[src/rtl/watch_set_ctrl.sv]
// watch_set_ctrl: edit-mode FSM issuing single-cycle up/down pulses, field select and blink for watch time setting.
// Optional auto-repeat on held up/down is built only when WATCH_SET_CTRL_AUTOREPEAT_EN is defined.
module watch_set_ctrl #(
  parameter int unsigned HOLD_CYCLES    = 50_000_000,
  parameter int unsigned REPEAT_CYCLES  = 10_000_000,
  parameter int unsigned TIMEOUT_CYCLES = 1_000_000_000,
  parameter int unsigned BLINK_CYCLES   = 25_000_000
) (
  input  logic       clk,
  input  logic       rst,
  input  logic       i_btn_mode,
  input  logic       i_btn_up,
  input  logic       i_btn_down,
  output logic       o_hour_up,
  output logic       o_hour_down,
  output logic       o_min_up,
  output logic       o_min_down,
  output logic       o_sec_up,
  output logic       o_sec_down,
  output logic [1:0] o_edit_field,
  output logic       o_blink_on
);
  localparam int TW = TIMEOUT_CYCLES > 1 ? $clog2(TIMEOUT_CYCLES) : 1;
  localparam int BW = BLINK_CYCLES > 1 ? $clog2(BLINK_CYCLES) : 1;
  typedef enum logic [1:0] {RUN, EDIT_HOUR, EDIT_MIN, EDIT_SEC} state_t;
  state_t        state_q, state_d;
  logic          mode_q, up_q, down_q;
  logic [TW-1:0] to_q, to_d;
  logic [BW-1:0] bl_q, bl_d;
  logic          blink_q, blink_d;
  logic [5:0]    pulse_q, pulse_d;
  logic          mode_e, up_e, down_e, edit, ok, any_btn, timeout, rep_fire, up_p, down_p, restart, bl_end;
  assign mode_e  = i_btn_mode & ~mode_q;
  assign up_e    = i_btn_up & ~up_q;
  assign down_e  = i_btn_down & ~down_q;
  assign any_btn = i_btn_mode | i_btn_up | i_btn_down;
  assign edit    = state_q != RUN;
  assign ok      = edit & ~mode_e;
  assign timeout = edit & ~any_btn & (to_q == TW'(TIMEOUT_CYCLES - 1));
  // both buttons high cancels either pulse
  assign up_p    = ok & i_btn_up & ~i_btn_down & (up_e | rep_fire);
  assign down_p  = ok & i_btn_down & ~i_btn_up & (down_e | rep_fire);
`ifdef WATCH_SET_CTRL_AUTOREPEAT_EN
  localparam int unsigned HMAX = HOLD_CYCLES > REPEAT_CYCLES ? HOLD_CYCLES : REPEAT_CYCLES;
  localparam int HW = HMAX > 1 ? $clog2(HMAX) : 1;
  logic [HW-1:0] hold_q, hold_d;
  logic          arm_q, arm_d, rep_q, rep_d, keep;
  assign keep     = ok & (i_btn_up ^ i_btn_down);
  // armed only by a press edge, so a button left over after a two-button press never repeats
  assign rep_fire = arm_q & (hold_q == (rep_q ? HW'(REPEAT_CYCLES - 1) : HW'(HOLD_CYCLES - 1)));
  always_comb begin
    arm_d  = keep & (arm_q | up_e | down_e);
    hold_d = (!arm_d || up_e || down_e || rep_fire) ? '0 : hold_q + 1'b1;
    rep_d  = arm_d & ~up_e & ~down_e & (rep_q | rep_fire);
  end
  always_ff @(posedge clk) begin
    if (!rst) begin
      hold_q <= '0;
      arm_q  <= 1'b0;
      rep_q  <= 1'b0;
    end else begin
      hold_q <= hold_d;
      arm_q  <= arm_d;
      rep_q  <= rep_d;
    end
  end
`else
  logic unused_params;
  assign unused_params = ^{HOLD_CYCLES, REPEAT_CYCLES};
  assign rep_fire = 1'b0;
`endif
  always_ff @(posedge clk) begin
    if (!rst) begin
      state_q <= RUN;
      mode_q  <= 1'b0;
      up_q    <= 1'b0;
      down_q  <= 1'b0;
      to_q    <= '0;
      bl_q    <= '0;
      blink_q <= 1'b1;
      pulse_q <= '0;
    end else begin
      state_q <= state_d;
      mode_q  <= i_btn_mode;
      up_q    <= i_btn_up;
      down_q  <= i_btn_down;
      to_q    <= to_d;
      bl_q    <= bl_d;
      blink_q <= blink_d;
      pulse_q <= pulse_d;
    end
  end
  always_comb state_d = mode_e ? state_t'(state_q + 2'd1) : timeout ? RUN : state_q;
  always_comb begin
    to_d    = (!edit || any_btn || timeout) ? '0 : to_q + 1'b1;
    pulse_d = {up_p & (state_q == EDIT_HOUR), down_p & (state_q == EDIT_HOUR),
               up_p & (state_q == EDIT_MIN),  down_p & (state_q == EDIT_MIN),
               up_p & (state_q == EDIT_SEC),  down_p & (state_q == EDIT_SEC)};
    restart = (state_d == RUN) | (state_d != state_q) | up_p | down_p;
    bl_end  = bl_q == BW'(BLINK_CYCLES - 1);
    bl_d    = (restart || bl_end) ? '0 : bl_q + 1'b1;
    blink_d = restart ? 1'b1 : bl_end ? ~blink_q : blink_q;
  end
  assign {o_hour_up, o_hour_down, o_min_up, o_min_down, o_sec_up, o_sec_down} = pulse_q;
  assign o_edit_field = state_q;
  assign o_blink_on   = blink_q;
endmodule

[config.mk]
export PLATFORM = sky130hd
export DESIGN_NAME = watch_set_ctrl
export DESIGN_NICKNAME = d
export VERILOG_FILES = /design/src/rtl/watch_set_ctrl.sv
export SDC_FILE = /design/constraint.sdc
export NUM_CORES = 1
export LEC_CHECK = 0
export ABC_CLOCK_PERIOD_IN_PS = 3200
export CORE_MARGIN = 10
export CORE_UTILIZATION = 54
export CTS_BUF_LIST = sky130_fd_sc_hd__clkbuf_4 sky130_fd_sc_hd__clkbuf_8
export DETAILED_ROUTE_END_ITERATION = 12
export PLACE_DENSITY = 0.84
export SYNTH_ARGS = -nofsm -noshare
export SYNTH_HDL_FRONTEND = slang
export SYNTH_SLANG_ARGS = --single-unit
[constraint.sdc]
create_clock -name clk -period 3.2 [get_ports clk]
set_input_delay 0.48 -clock clk [delete_from_list [all_inputs] [get_ports clk]]
set_output_delay 0.48 -clock clk [all_outputs]
set_load 0.03 [all_outputs]
==> impl_results.md <==
- Outcome: finished clean
- Count of nets after finishing: 364
- Cell count after synthesis: 333
- Final HPWL DP: 3.78 mm
- Hold WS: 477 ps
- Master cell of the clock root buffer: sky130_fd_sc_hd__clkbuf_8
- CTS Hold Buffers Added: 0
- Worst Path Required: 3390 ps
- Post-cts repair resize count: 0
- Largest net degree at the start of global routing: 31
- Cell variety after synth: 34
- Post-route setup TNS: 0 ps
- Antenna violations before repair: 0
- Crit Path Category: reg -> reg
- Synthesized area per cell: 8.76 um2
- Shortest clock period the worst path allows after layout: 2700 ps
- Worst Path Arrival: 2890 ps
- Type of the tightest min-delay check: reg -> reg
- Share of final-layout standard cells stronger than drive strength 1: 6.72%
- Port Buffers: 13
- Setup repair after global routing missed its margin: no
- Initial Utilization: 56.4%
- Post-synthesis cell area: 0.00292 mm2
- Flip-flop and latch count after synthesis: 67
- Number of buffers on the longest clock path: 2
- Final weighted congestion in routability-driven placement: 0.839
- Rows: 26
- Via count of the first global-routing pass: 2296
- CTS HTree Levels: 3
- Worst-Margin Slew: 807 ps
- Worst vdd rail ir drop: 293 uV
- Worst Setup End Kind: flip-flop
- Ratio of final minimum period to clock period: 84.3%
- Die extent in y: 93.5 um
- Via-per-instance ratio: 5.30
- Worst clock skew: 9.62 ps
- Slack of the critical path: 503 ps
- Standard cell core area: 0.00517 mm2
- Number of top-level pins: 14
- Count of endpoints failing setup in the final report: 0
- Clock edge transition at the registers on the reported setup and hold paths: 70 ps
- Total clock buffers created by CTS: 9
- Clk sinks: 67
- CTS tree: yes
- Max-cap violations: 0
- Sequential area share after synthesis: 46.0%
- GRT Resource Usage Total: 13.6%
- Leakage power summed over all cells: 0.00103 uW
- Power density over the cells: 448 mW/mm2
- Number of max-slew violations in the final report: 0
- Number of flops mapped to enable cells by yosys: 0
- Detail Route Antenna Nets: 0
- Worst setup slack after placement: 322 ps
- Yosys warnings: 0
- Total routed wirelength: 5.36 mm
- Synth-to-layout area growth: 12.9%
- Crit-path max FO: 25
- Via count: 2262
- Die footprint: 0.00874 mm2
- Slew HR: 45.8%
- Grt ovf: 0
- Dominant synthesized flop cell: sky130_fd_sc_hd__dfxtp_1
- Post-CTS Setup Inserts: 0
- Wire length of the first global-routing pass: 9.77 mm
- Detailed-route wire length per cell: 12.6 um
- Net Count, Synth: 344
- ANT cells: 0
- Crit start category: flip-flop
- Clock latency on the worst-skew pair: 340 ps
- Final hold violations: 0
- Fraction of registers with async set or reset after synthesis: 0%
- Residual DRC: 0
- Detailed Route Iter0 Violations: 71
- Max Clk Rate: 371 MHz
- Die Span X: 93.5 um
- Count of TritonRoute iterations in the first routing pass: 4
[through the flow]
| stage | instance area [um2] | power (uW) | utilization (%) | cells |
|---|---|---|---|---|
| 6_report | 3290 | 1480 | 63.7 | 427 |
| 5_1_grt | 3290 | 1550 | 63.7 | 427 |
| 4_1_cts | 3290 | 1490 | 63.7 | 427 |
| 3_5_place_dp | 3130 | 903 | 60.4 | 412 |
| 3_3_place_gp | 3130 | 902 | 60.4 | 412 |
| 2_1_floorplan | 2920 | 888 | - | 333 |
[synthesized netlist by cell type (3+ instances only)]
master	number	area (um2)
sky130_fd_sc_hd__nand2_1	24	90.1
sky130_fd_sc_hd__and2_1	6	37.5
sky130_fd_sc_hd__nand3_1	27	135
sky130_fd_sc_hd__or4_1	3	22.5
sky130_fd_sc_hd__dfxtp_1	67	1340
sky130_fd_sc_hd__xor2_1	39	342
sky130_fd_sc_hd__ha_1	6	75.1
sky130_fd_sc_hd__and4_1	3	26.3
sky130_fd_sc_hd__nor4b_1	4	35.0
sky130_fd_sc_hd__and3_1	4	25.0
sky130_fd_sc_hd__nor3_1	8	40.0
sky130_fd_sc_hd__nand4_1	17	106
sky130_fd_sc_hd__clkbuf_1	5	18.8
sky130_fd_sc_hd__nor2_1	71	267
sky130_fd_sc_hd__inv_1	8	30.0
sky130_fd_sc_hd__xnor2_1	12	105
sky130_fd_sc_hd__nor4_1	6	37.5
[final timing paths]
check	cells past startpoint	from	slack (ps)	end
worst min register to register	1	bl_q[0]	480	bl_q[0]
worst min-delay path	1	bl_q[0]	480	bl_q[0]
worst max-delay path	5	to_q[16]	500	bl_q[20]
worst max register to register	5	to_q[16]	500	bl_q[20]
[worst max-delay path, stage by stage, from the launching register on]
cell and delay [ps]:
sky130_fd_sc_hd__dfxtp_1 350, sky130_fd_sc_hd__or4b_1 510, sky130_fd_sc_hd__or4b_4 520, sky130_fd_sc_hd__nor4_1 350
sky130_fd_sc_hd__or3_1 690, sky130_fd_sc_hd__nor2_1 130
[area by class of cell]
cell class                 count  area (um2)
fill                         424        1880
multi-input combinational    250        1510
sequential                    67        1340
timing repair buffer          17         160
clock buffer                  11         139
tap                           70        87.6
inverter                       8        30.0
clock inverter                 4        28.8
[layout by cell type, fill, tap and decap left out, types with 8 or more instances in the layout]
cell type and n:
sky130_fd_sc_hd__nand2_1 24, sky130_fd_sc_hd__clkbuf_8 9, sky130_fd_sc_hd__inv_1 8, sky130_fd_sc_hd__nand3_1 27, sky130_fd_sc_hd__dfxtp_1 67, sky130_fd_sc_hd__nand4_1 17, sky130_fd_sc_hd__xor2_1 39, sky130_fd_sc_hd__nor2_1 71
sky130_fd_sc_hd__nor3_1 8, sky130_fd_sc_hd__xnor2_1 12, sky130_fd_sc_hd__clkdlybuf4s50_1 13
[layer usage]
layer	wire, um	global-route usage [%]	part of all wire [%]
met5	0	0	0
met4	61	5.01	1.1
met3	252	5.44	4.7
met2	2660	23.2	50
met1	2390	14.7	45
[state kept, by name, indices dropped and copies added (netlist names)]
signal        flops
to_q             30
bl_q             25
pulse_q           6
o_edit_field      2
down_q            1
mode_q            1
o_blink_on        1
up_q              1
[report_power, final]
group	total (uW)	internal [uW]	switching [uW]	leakage (uW)
sequential	843	839	4.59	0.000541
combinational	40.7	17.2	23.4	0.000407
clock	592	294	298	0.0000822
[logic make-up after synthesis]
logic type | after synthesis | synth area share [%]
AO/OA/AOI/OAI | 6 | 1.24
XOR/XNOR | 51 | 15.3
adder cells (fa/ha/maj) | 6 | 2.57
buffers and inverters | 16 | 2.36
flip-flops | 67 | 46.0
AND/OR/NAND/NOR | 187 | 32.5
Note: power is estimated with default switching activity, not from simulation.
